File: config.mk
export PLATFORM = sky130hd
export DESIGN_NAME = qdi_1of2_bridge
export DESIGN_NICKNAME = d
export VERILOG_FILES = /design/src/rtl/qdi_pkg.sv /design/src/rtl/bin2qdi_1of2_tx.sv /design/src/rtl/qdi2bin_1of2_rx.sv /design/src/rtl/qdi_1of2_bridge.sv
export SDC_FILE = /design/constraint.sdc
export NUM_CORES = 1
export LEC_CHECK = 0
export BUFFER_PORTS_ARGS = -buffer_cell sky130_fd_sc_hd__buf_2
export CELL_PAD_IN_SITES_DETAIL_PLACEMENT = 0
export CELL_PAD_IN_SITES_GLOBAL_PLACEMENT = 1
export CORE_AREA = 2 2 39 41
export CTS_CLUSTER_DIAMETER = 200
export DETAILED_ROUTE_END_ITERATION = 16
export DIE_AREA = 0 0 41 43
export PLACE_DENSITY = 0.61
export RECOVER_POWER = 100
export SLEW_MARGIN = 20
export SYNTH_ARGS = -nofsm -noshare
export SYNTH_HDL_FRONTEND = slang
export SYNTH_SLANG_ARGS = --single-unit
File: constraint.sdc
create_clock -name CLK -period 1.7 [get_ports CLK]
set_clock_uncertainty 0.1 [all_clocks]
set_input_delay 0.085 -clock CLK [delete_from_list [all_inputs] [get_ports CLK]]
set_output_delay 0.085 -clock CLK [all_outputs]
set_load 0.03 [all_outputs]
File: src/rtl/qdi_pkg.sv
// Shared dual-rail (1-of-2) encoding helpers and TX state type for the QDI bridge.
// Helpers work on a single bit pair; callers reduce across the word.
package qdi_pkg;

    localparam bit FALSE_RAIL = 1'b0;
    localparam bit TRUE_RAIL  = 1'b1;

    typedef enum logic [1:0] {
        IDLE,
        DATA,
        NULL
    } tx_state_e;

    function automatic logic [1:0] dr_encode(input logic bin);
        logic [1:0] pair;
        pair[TRUE_RAIL]  = bin;
        pair[FALSE_RAIL] = ~bin;
        return pair;
    endfunction

    function automatic logic dr_complete(input logic [1:0] pair);
        return pair[TRUE_RAIL] ^ pair[FALSE_RAIL];
    endfunction

    function automatic logic dr_neutral(input logic [1:0] pair);
        return ~(pair[TRUE_RAIL] | pair[FALSE_RAIL]);
    endfunction

    function automatic logic dr_illegal(input logic [1:0] pair);
        return pair[TRUE_RAIL] & pair[FALSE_RAIL];
    endfunction

endpackage

File: src/rtl/bin2qdi_1of2_tx.sv
// Binary-to-dual-rail encoder: launches one four-phase token per go episode.
module bin2qdi_1of2_tx
    import qdi_pkg::*;
#(
    parameter int unsigned WIDTH = 1
) (
    input  logic               clk_i,
    input  logic               rst_i,
    input  logic [WIDTH-1:0]   data_i,
    input  logic               go_i,
    input  logic               en_i,
    output logic [2*WIDTH-1:0] rails_o
);

    tx_state_e          state_q, state_d;
    logic [2*WIDTH-1:0] rails_q, rails_d;

    always_comb begin
        state_d = state_q;
        rails_d = rails_q;
        unique case (state_q)
            IDLE: begin
                if (go_i && en_i) begin
                    for (int unsigned i = 0; i < WIDTH; i++) begin
                        rails_d[2*i +: 2] = dr_encode(data_i[i]);
                    end
                    state_d = DATA;
                end
            end
            DATA: begin
                if (!en_i) begin
                    rails_d = '0;
                    state_d = NULL;
                end
            end
            // Wait for go to drop so a held request never resends.
            NULL: begin
                if (!go_i) begin
                    state_d = IDLE;
                end
            end
            default: begin
                rails_d = '0;
                state_d = IDLE;
            end
        endcase
    end

    always_ff @(posedge clk_i or posedge rst_i) begin
        if (rst_i) begin
            state_q <= IDLE;
            rails_q <= '0;
        end else begin
            state_q <= state_d;
            rails_q <= rails_d;
        end
    end

    assign rails_o = rails_q;

endmodule

File: src/rtl/qdi2bin_1of2_rx.sv
// Dual-rail-to-binary decoder: completion detection, enable generation, sticky 11 error.
module qdi2bin_1of2_rx
    import qdi_pkg::*;
#(
    parameter int unsigned WIDTH = 1
) (
    input  logic               clk_i,
    input  logic               rst_i,
    input  logic [2*WIDTH-1:0] rails_i,
    output logic               en_o,
    output logic [WIDTH-1:0]   data_o,
    output logic               valid_o,
    output logic               error_o
);

    logic [WIDTH-1:0] pair_ok, pair_nul, pair_bad, true_bits;
    logic [1:0]       pair;
    logic             complete, neutral, illegal;

    always_comb begin
        pair      = '0;
        pair_ok   = '0;
        pair_nul  = '0;
        pair_bad  = '0;
        true_bits = '0;
        for (int unsigned i = 0; i < WIDTH; i++) begin
            pair         = rails_i[2*i +: 2];
            pair_ok[i]   = dr_complete(pair);
            pair_nul[i]  = dr_neutral(pair);
            pair_bad[i]  = dr_illegal(pair);
            true_bits[i] = pair[TRUE_RAIL];
        end
        complete = &pair_ok;
        neutral  = &pair_nul;
        illegal  = |pair_bad;
    end

    logic             en_q, en_d;
    logic             valid_q, valid_d;
    logic             error_q, error_d;
    logic [WIDTH-1:0] data_q, data_d;

    // An 11 pair freezes the handshake; only reset clears the error.
    always_comb begin
        en_d    = en_q;
        valid_d = valid_q;
        error_d = error_q;
        data_d  = data_q;
        if (illegal) begin
            error_d = 1'b1;
        end else if (en_q && complete) begin
            data_d  = true_bits;
            valid_d = 1'b1;
            en_d    = 1'b0;
        end else if (!en_q && neutral) begin
            valid_d = 1'b0;
            en_d    = 1'b1;
        end
    end

    always_ff @(posedge clk_i or posedge rst_i) begin
        if (rst_i) begin
            en_q    <= 1'b1;
            valid_q <= 1'b0;
            error_q <= 1'b0;
            data_q  <= '0;
        end else begin
            en_q    <= en_d;
            valid_q <= valid_d;
            error_q <= error_d;
            data_q  <= data_d;
        end
    end

    assign en_o    = en_q;
    assign valid_o = valid_q;
    assign error_o = error_q;
    assign data_o  = data_q;

endmodule

File: src/rtl/qdi_1of2_bridge.sv
// Clocked bridge between binary handshakes and 1-of-2 four-phase QDI channels.
// The transmit and receive halves are fully independent.
module qdi_1of2_bridge #(
    parameter int unsigned WIDTH = 1
) (
    input  logic               CLK,
    input  logic               RESET,
    input  logic [WIDTH-1:0]   tx_data,
    input  logic               tx_go,
    input  logic               tx_en,
    output logic [2*WIDTH-1:0] tx_rails,
    input  logic [2*WIDTH-1:0] rx_rails,
    output logic               rx_en,
    output logic [WIDTH-1:0]   rx_data,
    output logic               rx_valid,
    output logic               rx_error
);

    bin2qdi_1of2_tx #(
        .WIDTH (WIDTH)
    ) u_tx (
        .clk_i   (CLK),
        .rst_i   (RESET),
        .data_i  (tx_data),
        .go_i    (tx_go),
        .en_i    (tx_en),
        .rails_o (tx_rails)
    );

    qdi2bin_1of2_rx #(
        .WIDTH (WIDTH)
    ) u_rx (
        .clk_i   (CLK),
        .rst_i   (RESET),
        .rails_i (rx_rails),
        .en_o    (rx_en),
        .data_o  (rx_data),
        .valid_o (rx_valid),
        .error_o (rx_error)
    );

endmodule

==> qor.json, run 1 <==
{
  "status": {"value": "finished with violations"},
  "failed_checks": {"value": "negative hold slack"},
  "cpMaxStageDelayCell": {"value": "dfstp_1"},
  "power.switching": {"value": 231.9, "unit": "uW"},
  "pin_count": {"value": 13},
  "worst_slew_margin_rel": {"value": 75.96, "unit": "%"},
  "clk_root_buffer_cell": {"value": "clkbuf_4"},
  "cts_max_path_buffers": {"value": 2},
  "slowest_delay": {"value": 580, "unit": "ps"},
  "synth_nets": {"value": 46},
  "die_w": {"value": 41, "unit": "um"},
  "pwr-share-seq": {"value": 44.5, "unit": "%"},
  "number_of_cell_rows": {"value": 14},
  "fin_nets": {"value": 65},
  "ctsHtreeMaxLevel": {"value": 1},
  "fin_util": {"value": 36.35, "unit": "%"},
  "n_fill_cell": {"value": 146},
  "power.clock.fraction": {"value": 24.9, "unit": "%"},
  "wire_length_of_the_first_global_routing_pass": {"value": 1248, "unit": "um"},
  "syn-instance-count": {"value": 37},
  "vias": {"value": 329},
  "switching_share_of_total_power": {"value": 37.50, "unit": "%"},
  "powerDensity": {"value": 1230, "unit": "nW/um2"},
  "totalNegativeSetupSlack": {"value": 0, "unit": "ps"},
  "timing.final.setup_violations": {"value": 0},
  "worst_ir_drop_vdd": {"value": 0.4111, "unit": "mV"},
  "cap_violations": {"value": 0},
  "worstPathCellList": {"value": "clkbuf_1"},
  "fin_crit_sh": {"value": 78.97, "unit": "%"},
  "critical_path_arrival": {"value": 1160, "unit": "ps"},
  "synth_area": {"value": 389.1, "unit": "um2"},
  "synth_area_per_cell": {"value": 10.52, "unit": "um2"},
  "antenna-diode-count": {"value": 0},
  "hpwlAfterDp": {"value": 555.2, "unit": "um"},
  "finalCriticalPeriod": {"value": 1343, "unit": "ps"},
  "sequential_cell_area": {"value": 201.4, "unit": "um2"},
  "seq_area_frac_synth": {"value": 51.77, "unit": "%"},
  "synth_top_cell_area_share": {"value": 45.02, "unit": "%"},
  "timing.critical_path.required": {"value": 1510, "unit": "ps"},
  "initial_utilization": {"value": 28.12, "unit": "%"},
  "leakagePower": {"value": 0.0002339, "unit": "uW"},
  "routed_via_density": {"value": 4.634},
  "hold-worst-slack": {"value": -9.962, "unit": "ps"},
  "grtUsageTotal": {"value": 11.22, "unit": "%"},
  "synth.ff_latch_count": {"value": 8},
  "route.detailed.wl_per_inst": {"value": 10.21, "unit": "um"},
  "pin_count_of_the_biggest_net_entering_global_routing": {"value": 9},
  "synth_warn": {"value": 0},
  "slew_viol_final": {"value": 0},
  "crit_type": {"value": "register to output pin"},
  "synth.lib_cells_used.distinct": {"value": 17},
  "post_cts_buffers": {"value": 0},
  "clk_transition_reported_paths": {"value": 60, "unit": "ps"},
  "timing.critical_path.from_type": {"value": "register"},
  "clock_tree_from_tritoncts": {"value": "built"},
  "port_buffers": {"value": 12},
  "antenna_violating_nets_post_route": {"value": 0},
  "drc_errors": {"value": 0},
  "area_growth": {"value": 29.26, "unit": "%"},
  "setup_slack": {"value": 357.5, "unit": "ps"},
  "die-area": {"value": 1763, "unit": "um2"},
  "die_h": {"value": 43, "unit": "um"},
  "p_int": {"value": 386.6, "unit": "uW"},
  "numCtsBuffers": {"value": 3},
  "drt_iter0_markers": {"value": 4},
  "cts.sink_count": {"value": 8},
  "post-synth-top-area-cell": {"value": "dfrtp_1"},
  "holdCritPathClass": {"value": "input port to register"},
  "tightestPinTransition": {"value": 362.2, "unit": "ps"},
  "cp-end-kind": {"value": "output pin"},
  "timing.critical_path.fanout_max": {"value": 5},
  "proportion_of_layout_cells_with_a_drive_suffix_above_1": {"value": 18.18, "unit": "%"},
  "finalHoldViolCount": {"value": 1},
  "worst_skew_pair.late_latency": {"value": 250, "unit": "ps"},
  "comb_power_share": {"value": 30.6, "unit": "%"},
  "post-place-ws": {"value": 441.4, "unit": "ps"},
  "grt_setup_unrepaired": {"value": "false"},
  "global_route.overflow_total": {"value": 0},
  "synthTopCellsByArea": {"value": "dfrtp_1, dfstp_2, ha_1, a21oi_1, inv_1"},
  "multi_input_comb_area": {"value": 165.2, "unit": "um2"},
  "routability_cong": {"value": 0.6171},
  "grt_pass1_vias": {"value": 319},
  "crit_buf_inv": {"value": 1},
  "path_delay_family": {"value": "flip-flops"},
  "max_clock_freq": {"value": 0.7449, "unit": "GHz"},
  "antenna_found_initial": {"value": 0},
  "drt_pre_antenna_iters": {"value": 3},
  "total_core_area": {"value": 1384, "unit": "um2"},
  "totalWireLength": {"value": 725, "unit": "um"}
}
==> power groups by stage <==
stage	sequential, uW	clock (uW)	combinational (uW)
after floorplan	353	0	73.1
after global placement	279	0	211
after detailed placement	281	0	211
after CTS	278	163	215
after global routing	283	172	208
final	275	154	189
==> routing by layer <==
metal | vias up | global-route usage [%] | share of wire (%)
li1 | 162 | - | -
met1 | 150 | 11.18 | 43
met2 | 13 | 16.56 | 45
met3 | 4 | 6.283 | 8.8
met4 | 0 | 8.000 | 2.5
met5 | - | 0 | 0
==> registers in the layout, summed over array words and instances, names as in the netlist <==
signal and cells:
u_tx.rails_o 2, u_tx.state_q 2, u_rx.data_o 1, u_rx.en_o 1, u_rx.error_o 1, u_rx.valid_o 1
==> logic make-up (layout without fill, tap and decap cells) <==
family / after synthesis / in the layout / share of synthesized area, %
fa+ha+maj: 2 / 2 / 6.430
simple gates: 12 / 12 / 18.65
compound gates: 9 / 9 / 14.47
buf+inv: 5 / 23 / 4.824
flops: 8 / 8 / 51.77
mux: 1 / 1 / 3.857
==> path summary, 6_finish.rpt <==
check | from | endpoint | slack (ps) | depth (start not counted)
min in group asynchronous | RESET | u_rx.error_o | 210 | 3
worst min register to register | u_rx.error_o | u_rx.error_o | 370 | 1
worst min-delay path | rx_rails[1] | u_rx.data_o | -10 | 2
max in group asynchronous | RESET | u_rx.en_o | 1000 | 3
worst max register to register | u_rx.en_o | u_rx.data_o | 510 | 2
worst max-delay path | u_rx.en_o | rx_en | 360 | 1
==> placed cells by master (no fill, tap or decap), drive strengths merged <==
master | Yosys | layout
a21oi | 4 | 4
a22o | 1 | 1
and4b | 1 | 1
and4bb | 1 | 1
buf | 0 | 5
clkbuf | 0 | 11
dfrtp | 7 | 7
dfstp | 1 | 1
dlygate4sd3 | 0 | 2
ha | 2 | 2
inv | 5 | 5
mux2 | 1 | 1
nand2 | 2 | 2
nand2b | 1 | 1
nor2 | 4 | 4
nor2b | 2 | 2
o21ai | 2 | 2
o2bb2ai | 2 | 2
or2 | 1 | 1
==> cells in the mapped netlist <==
cell type	number
nand2_1	2
ha_1	2
or2_2	1
dfrtp_1	7
o2bb2ai_1	2
mux2_4	1
nor2b_1	1
and4bb_1	1
dfstp_2	1
and4b_1	1
inv_1	5
nand2b_1	1
a21oi_1	4
nor2b_2	1
nor2_1	4
a22o_1	1
o21ai_0	2
==> cell type report <==
cell class	instances	share of cell area (%)
clock buffers	4	5.224
well taps	16	3.980
inverters	5	3.731
multi-input cells	24	32.84
flip-flops and latches	8	40.05
repair buffers	14	14.18
==> metrics by stage <==
stage,total power (uW),instance area [um2],std cells,hold WS [ps]
after floorplan,426.2,389.1,37,-200.1
after CTS,656.0,515.5,71,1.444
after global routing,663.3,503.0,71,-13.38
after global placement,490.6,469.2,65,-49.64
after detailed placement,491.5,469.2,65,-52.21
final,618.6,503.0,71,-9.962
==> what timing repair did <==
item	in CTS	in global routing
hold endpoints to repair	9	0
gates resized for setup	0	0
hold buffers	2	0
(Power assumes the default switching activity.)
==> run 2: changes to the inputs <==
Settings changed: CORE_AREA 2 2 39 41 to unset, CORE_MARGIN set to 1, CORE_UTILIZATION set to 30, DIE_AREA 0 0 41 43 to unset, PLACE_DENSITY 0.61 to 0.65.
Clock period 1.7 ns to 1.2 ns, I/O delays scaled along.
==> qor.json, run 2 (same netlist as run 1, synthesis figures left out) <==
{
  "timing.final.setup_violations": {"value": 0, "change": "unchanged"},
  "drt_pre_antenna_iters": {"value": 3, "change": "unchanged"},
  "powerDensity": {"value": 1725, "unit": "nW/um2", "change": "+40%"},
  "pin_count": {"value": 13, "change": "unchanged"},
  "fin_nets": {"value": 68, "change": "+4.6%"},
  "routed_via_density": {"value": 4.625, "change": "-0.19%"},
  "drt_iter0_markers": {"value": 8, "change": "+4"},
  "status": {"value": "completed"},
  "crit_buf_inv": {"value": 1, "change": "unchanged"},
  "slew_viol_final": {"value": 0, "change": "unchanged"},
  "clock_tree_from_tritoncts": {"value": "built"},
  "critical_path_arrival": {"value": 960, "unit": "ps", "change": "-200 ps"},
  "proportion_of_layout_cells_with_a_drive_suffix_above_1": {"value": 27.59, "unit": "%", "change": "+9.4 points"},
  "total_core_area": {"value": 1156, "unit": "um2", "change": "-16%"},
  "worstPathCellList": {"value": "buf_4"},
  "hold-worst-slack": {"value": 73.16, "unit": "ps", "change": "+83.13 ps"},
  "die-area": {"value": 1445, "unit": "um2", "change": "-18%"},
  "grt_setup_unrepaired": {"value": "false"},
  "power": {"value": 919.7, "unit": "uW", "change": "+49%"},
  "worst_ir_drop_vdd": {"value": 0.6093, "unit": "mV", "change": "+48%"},
  "vias": {"value": 333, "change": "+1.2%"},
  "numCtsBuffers": {"value": 3, "change": "unchanged"},
  "wire_length_of_the_first_global_routing_pass": {"value": 1297, "unit": "um", "change": "+3.9%"},
  "crit_type": {"value": "register to output pin"},
  "area_growth": {"value": 36.98, "unit": "%"},
  "max_clock_freq": {"value": 0.8923, "unit": "GHz"},
  "holdCritPathClass": {"value": "input port to register"},
  "post_layout_nonfiller_instances": {"value": 72, "change": "+1.4%"},
  "cap_violations": {"value": 0, "change": "unchanged"},
  "finalHoldViolCount": {"value": 0, "change": "-1"},
  "grt_pass1_vias": {"value": 313, "change": "-1.9%"},
  "route.detailed.wl_per_inst": {"value": 10.33, "unit": "um", "change": "+1.2%"},
  "fin_crit_sh": {"value": 93.39, "unit": "%"},
  "totalNegativeSetupSlack": {"value": 0, "unit": "ps", "change": "unchanged"},
  "layout.cells.most_common": {"value": "dfrtp_1"},
  "cts_max_path_buffers": {"value": 2, "change": "unchanged"},
  "clk_transition_reported_paths": {"value": 40, "unit": "ps", "change": "-20 ps"},
  "path_delay_family": {"value": "flip-flops"},
  "finalCriticalPeriod": {"value": 1121, "unit": "ps"},
  "clk_root_buffer_cell": {"value": "clkbuf_4"},
  "worst_skew_pair.late_latency": {"value": 240, "unit": "ps", "change": "about the same"},
  "placedCellCount": {"value": 65, "change": "unchanged"},
  "grtUsageTotal": {"value": 14.00, "unit": "%", "change": "+2.8 points"},
  "slowest_delay": {"value": 560, "unit": "ps", "change": "-20 ps"},
  "die_h": {"value": 38.02, "unit": "um", "change": "-12%"},
  "cts.sink_count": {"value": 8, "change": "unchanged"},
  "worst_hold_path.num_cells": {"value": 3, "change": "+1"},
  "die_w": {"value": 38.02, "unit": "um", "change": "-7.3%"},
  "cp_num_cells": {"value": 1, "change": "unchanged"},
  "worst_slew_margin_rel": {"value": 74.85, "unit": "%", "change": "-1.1 points"},
  "timing.critical_path.fanout_max": {"value": 5, "change": "unchanged"},
  "initial_utilization": {"value": 33.66, "unit": "%", "change": "+5.5 points"},
  "routability_cong": {"value": 0.7902, "change": "+28%"},
  "tightestPinTransition": {"value": 378.9, "unit": "ps", "change": "+16.70 ps"},
  "place_area": {"value": 484.2, "unit": "um2", "change": "+3.2%"},
  "antenna-diode-count": {"value": 0, "change": "unchanged"},
  "leakagePower": {"value": 0.0002627, "unit": "uW", "change": "+12%"},
  "totalWireLength": {"value": 744, "unit": "um", "change": "+2.6%"},
  "drc_errors": {"value": 0, "change": "unchanged"},
  "timing.critical_path.from_type": {"value": "register"},
  "antenna_violating_nets_post_route": {"value": 0, "change": "unchanged"},
  "cpMaxStageDelayCell": {"value": "dfstp_2"},
  "n_fill_cell": {"value": 111, "change": "-24%"},
  "ctsHtreeMaxLevel": {"value": 1, "change": "unchanged"},
  "number_of_cell_rows": {"value": 12, "change": "-2"},
  "port_buffers": {"value": 12, "change": "unchanged"},
  "timing.critical_path.required": {"value": 1040, "unit": "ps", "change": "-470 ps"},
  "layout_common_cells": {"value": "dfrtp_1, inv_1, clkbuf_1, buf_2"},
  "global_route.overflow_total": {"value": 0, "change": "unchanged"},
  "reg2reg_depth": {"value": 2, "change": "unchanged"},
  "cp-end-kind": {"value": "output pin"},
  "hpwlAfterDp": {"value": 556.1, "unit": "um", "change": "+0.16%"},
  "antenna_found_initial": {"value": 0, "change": "unchanged"},
  "pin_count_of_the_biggest_net_entering_global_routing": {"value": 9, "change": "unchanged"},
  "fin_area": {"value": 533.0, "unit": "um2", "change": "+6.0%"}
}
==> run 2: cell count changes in the layout (fill, tap and decap cells not counted) <==
| cell | previous run | this run |
|---|---|---|
| nor2b_1 | 1 | 2 |
| buf_4 | 0 | 3 |
| dfstp_1 | 1 | 0 |
| nor2b_2 | 1 | 0 |
| clkbuf_1 | 8 | 5 |
| mux2_1 | 1 | 0 |
| dlygate4sd3_1 | 2 | 3 |
| dfstp_2 | 0 | 1 |
| mux2_4 | 0 | 1 |
| clkbuf_2 | 0 | 2 |
==> run 2: timing repair <==
| item | 4_1_cts | 5_1_grt |
|---|---|---|
| endpoints found under the hold margin | 10 | 0 |
| setup endpoints to repair | 0 | 1 |
| gates resized for setup | 0 | 2 |
| hold buffers | 3 | 0 |
| buffers inserted | 0 | 0 |
==> run 2: routing by layer <==
layer | global-route usage (%) | routed length, um | share of wire (%) | vias up
met1 | 15.50 | 347 | 47 | 153
met3 | 10.47 | 38 | 5.1 | 2
met4 | 7.143 | 18 | 2.4 | 0
met2 | 19.40 | 339 | 46 | 8
li1 | - | - | - | 170
met5 | 0 | 0 | 0 | -
==> run 2: through the flow <==
step | worst slack (ps) | util [%]
after global routing | 31.17 | 46.10
after floorplan | -13.30 | -
after global placement | 18.52 | 41.88
after CTS | 24.63 | 46.75
after detailed placement | -0.3434 | 41.88
final | 79.33 | 46.10
==> run 2: power breakdown <==
part	total, uW	internal [uW]	switching [uW]
Clock	215	127	88.3
Sequential	393	342	51.0
Combinational	312	119	193
==> run 2: area by class of cell <==
class	count	area (um2)	area share, %
clock buffers	4	26.28	4.930
inverters	5	18.77	3.521
multi-input cells	24	166.4	31.22
flip-flops and latches	8	201.4	37.79
well taps	14	17.52	3.286
repair buffers	17	102.6	19.25
==> run 2: worst paths after layout <==
kind                               from  slack (ps)              end
min reg2reg                u_rx.error_o         370     u_rx.error_o
max reg2reg                   u_rx.en_o          80      u_rx.data_o
min                               tx_en          70  u_tx.state_q[0]
max                           u_rx.en_o          80            rx_en
min in group asynchronous         RESET         180      u_rx.data_o
max in group asynchronous         RESET         520        u_rx.en_o
==> run 2: worst register-to-register path, cell delays in order, from the launching register on <==
cell     delay, ps
dfstp_2        560
nand2_1         70
mux2_4         290
==> run 3: changes to the inputs <==
Settings changed: ABC_AREA set to 1, CORE_UTILIZATION 30 to 28, PLACE_DENSITY 0.65 to 0.64.
==> qor.json, run 3 <==
{
  "grtUsageTotal": {"value": 10.92, "unit": "%", "change": "-3.1 points"},
  "initial_utilization": {"value": 31.94, "unit": "%", "change": "-1.7 points"},
  "synth-edff-count": {"value": 0, "change": "unchanged"},
  "pin_count_of_the_biggest_net_entering_global_routing": {"value": 9, "change": "unchanged"},
  "global_route.overflow_total": {"value": 0, "change": "unchanged"},
  "synth_commonest_cells": {"value": "nand2_1, inv_1, dfrtp_1"},
  "place_area": {"value": 451.7, "unit": "um2", "change": "-6.7%"},
  "cpMaxStageDelayCell": {"value": "dfstp_2"},
  "async_flop_share": {"value": 100.0, "unit": "%", "change": "unchanged"},
  "numCtsBuffers": {"value": 3, "change": "unchanged"},
  "totalNegativeSetupSlack": {"value": 0, "unit": "ps", "change": "unchanged"},
  "synth_top_cell_area_share": {"value": 46.82, "unit": "%", "change": "+1.8 points"},
  "die_h": {"value": 38.55, "unit": "um", "change": "+1.4%"},
  "cts_max_path_buffers": {"value": 2, "change": "unchanged"},
  "port_buffers": {"value": 12, "change": "unchanged"},
  "fin_crit_sh": {"value": 96.05, "unit": "%", "change": "+2.7 points"},
  "wire_length_of_the_first_global_routing_pass": {"value": 1062, "unit": "um", "change": "-18%"},
  "power": {"value": 913.9, "unit": "uW", "change": "-0.63%"},
  "tightestPinTransition": {"value": 368.7, "unit": "ps", "change": "-10.20 ps"},
  "fin_area": {"value": 520.5, "unit": "um2", "change": "-2.3%"},
  "synth_area": {"value": 374.1, "unit": "um2", "change": "-3.9%"},
  "timing.critical_path.required": {"value": 1040, "unit": "ps", "change": "about the same"},
  "synth.lib_cells_used.distinct": {"value": 12, "change": "-5"},
  "drc_errors": {"value": 0, "change": "unchanged"},
  "leakagePower": {"value": 0.0002650, "unit": "uW", "change": "+0.89%"},
  "synth.ff_latch_count": {"value": 8, "change": "unchanged"},
  "synth_warn": {"value": 0, "change": "unchanged"},
  "layout.cells.most_common": {"value": "nand2_1"},
  "synthTopCellsByArea": {"value": "dfrtp_1, nand2_1, inv_1, dfstp_2, ha_1"},
  "hpwlAfterDp": {"value": 543.6, "unit": "um", "change": "-2.2%"},
  "post-synth-top-area-cell": {"value": "dfrtp_1"},
  "powerDensity": {"value": 1756, "unit": "nW/um2", "change": "+1.8%"},
  "ctsHtreeMaxLevel": {"value": 1, "change": "unchanged"},
  "crit_buf_inv": {"value": 1, "change": "unchanged"},
  "worst_slew_margin_rel": {"value": 75.53, "unit": "%", "change": "+0.68 points"},
  "vias": {"value": 343, "change": "+3.0%"},
  "crit_type": {"value": "register to output pin"},
  "seq_area_frac_synth": {"value": 53.85, "unit": "%", "change": "+2.1 points"},
  "clk_transition_reported_paths": {"value": 60, "unit": "ps", "change": "+20 ps"},
  "grt_setup_unrepaired": {"value": "false"},
  "totalWireLength": {"value": 716, "unit": "um", "change": "-3.8%"},
  "critical_path_arrival": {"value": 990, "unit": "ps", "change": "+30 ps"},
  "synth_area_per_cell": {"value": 8.700, "unit": "um2", "change": "-17%"},
  "max_clock_freq": {"value": 0.8676, "unit": "GHz", "change": "-2.8%"},
  "cap_violations": {"value": 0, "change": "unchanged"},
  "die_w": {"value": 38.55, "unit": "um", "change": "+1.4%"},
  "proportion_of_layout_cells_with_a_drive_suffix_above_1": {"value": 17.19, "unit": "%", "change": "-10 points"},
  "cp-end-kind": {"value": "output pin"},
  "finalHoldViolCount": {"value": 0, "change": "unchanged"},
  "die-area": {"value": 1486, "unit": "um2", "change": "+2.8%"},
  "routability_cong": {"value": 0.6863, "change": "-13%"},
  "timing.critical_path.from_type": {"value": "register"},
  "total_core_area": {"value": 1171, "unit": "um2", "change": "+1.3%"},
  "clk_root_buffer_cell": {"value": "clkbuf_4"},
  "slew_viol_final": {"value": 0, "change": "unchanged"},
  "post-place-ws": {"value": 134.1, "unit": "ps", "change": "+134.5 ps"},
  "timing.final.setup_violations": {"value": 0, "change": "unchanged"},
  "drt_pre_antenna_iters": {"value": 4, "change": "+1"},
  "setup_slack": {"value": 47.46, "unit": "ps", "change": "-31.87 ps"},
  "area_growth": {"value": 39.13, "unit": "%"},
  "drt_iter0_markers": {"value": 5, "change": "-3"},
  "path_delay_family": {"value": "flip-flops"},
  "worst_ir_drop_vdd": {"value": 0.9955, "unit": "mV", "change": "+63%"},
  "cts.repair.resized": {"value": 0, "change": "unchanged"},
  "antenna-diode-count": {"value": 0, "change": "unchanged"},
  "clock_tree_from_tritoncts": {"value": "built"},
  "fin_nets": {"value": 74, "change": "+8.8%"},
  "layout_common_cells": {"value": "nand2_1, inv_1, clkbuf_1, dfrtp_1, buf_2"},
  "worstPathCellList": {"value": "buf_2"},
  "n_fill_cell": {"value": 138, "change": "+24%"},
  "most_used_dff_post_synth": {"value": "dfrtp_1"},
  "timing.critical_path.fanout_max": {"value": 5, "change": "unchanged"},
  "pin_count": {"value": 13, "change": "unchanged"},
  "finalCriticalPeriod": {"value": 1153, "unit": "ps", "change": "+31.87 ps"},
  "number_of_cell_rows": {"value": 12, "change": "unchanged"},
  "synth.most_common_cell": {"value": "nand2_1"},
  "syn-instance-count": {"value": 43, "change": "+16%"},
  "status": {"value": "completed"},
  "antenna_violating_nets_post_route": {"value": 0, "change": "unchanged"},
  "cts.sink_count": {"value": 8, "change": "unchanged"},
  "worst_skew_pair.late_latency": {"value": 260, "unit": "ps", "change": "+20 ps"},
  "route.detailed.wl_per_inst": {"value": 9.179, "unit": "um", "change": "-11%"},
  "antenna_found_initial": {"value": 0, "change": "unchanged"},
  "synth_nets": {"value": 52, "change": "+13%"},
  "holdCritPathClass": {"value": "input port to register"},
  "routed_via_density": {"value": 4.397, "change": "-4.9%"},
  "slowest_delay": {"value": 550, "unit": "ps", "change": "about the same"},
  "grt_pass1_vias": {"value": 292, "change": "-6.7%"}
}
-- run 3: per-layer routing --
layer | GRT usage, % | part of all wire [%]
met1 | 11.96 | 48
met5 | 0 | 0
met4 | 2.586 | 0
met3 | 6.977 | 1.5
met2 | 17.50 | 51
-- run 3: report_power, final --
group,switching [uW],internal [uW]
clock,91.6,127
combinational,210,86.4
sequential,49.2,349
-- run 3: what timing repair did --
action | in CTS | in global routing
buffers inserted | 0 | 0
endpoints found under the hold margin | 12 | 0
hold buffers | 5 | 0
-- run 3: final cells by class --
class / instances / area (um2) / area share (%)
clock buffer: 4 / 26.28 / 5.048
inverter: 8 / 30.03 / 5.769
multi-input combinational: 27 / 142.6 / 27.40
sequential: 8 / 201.4 / 38.70
tap: 14 / 17.52 / 3.365
timing repair buffer: 17 / 102.6 / 19.71
-- run 3: kinds of logic after synthesis --
family	Yosys count	share of synthesized area (%)
flops	8	53.85
simple gates	20	23.41
compound gates	5	8.027
fa+ha+maj	2	6.688
buf+inv	8	8.027
-- run 3: path summary, 6_finish.rpt --
check	slack, ps	from	to	depth (start not counted)
worst min-delay path	60	rx_rails[0]	u_rx.error_o	3
max in group asynchronous	530	RESET	u_rx.en_o	3
worst max-delay path	50	u_rx.en_o	rx_en	1
worst max register to register	170	u_rx.en_o	u_rx.data_o	3
worst min register to register	370	u_rx.error_o	u_rx.error_o	1
min in group asynchronous	180	RESET	u_rx.data_o	3
-- run 3: stage by stage --
step                      hold WS [ps]  utilization (%)  instances
after floorplan                 -225.1                -         43
after global placement          -79.33            38.57         69
after detailed placement        -84.20            38.57         69
after CTS                        56.17            45.09         78
after global routing             105.6            44.44         78
final                            61.88            44.44         78
-- run 3: worst reg2reg max path: cells and delay by family, from the launching register on --
family / cells / cell delay (ps)
flip-flops: 1 / 550
AND/OR/NAND/NOR: 2 / 210
AO/OA/AOI/OAI: 1 / 70
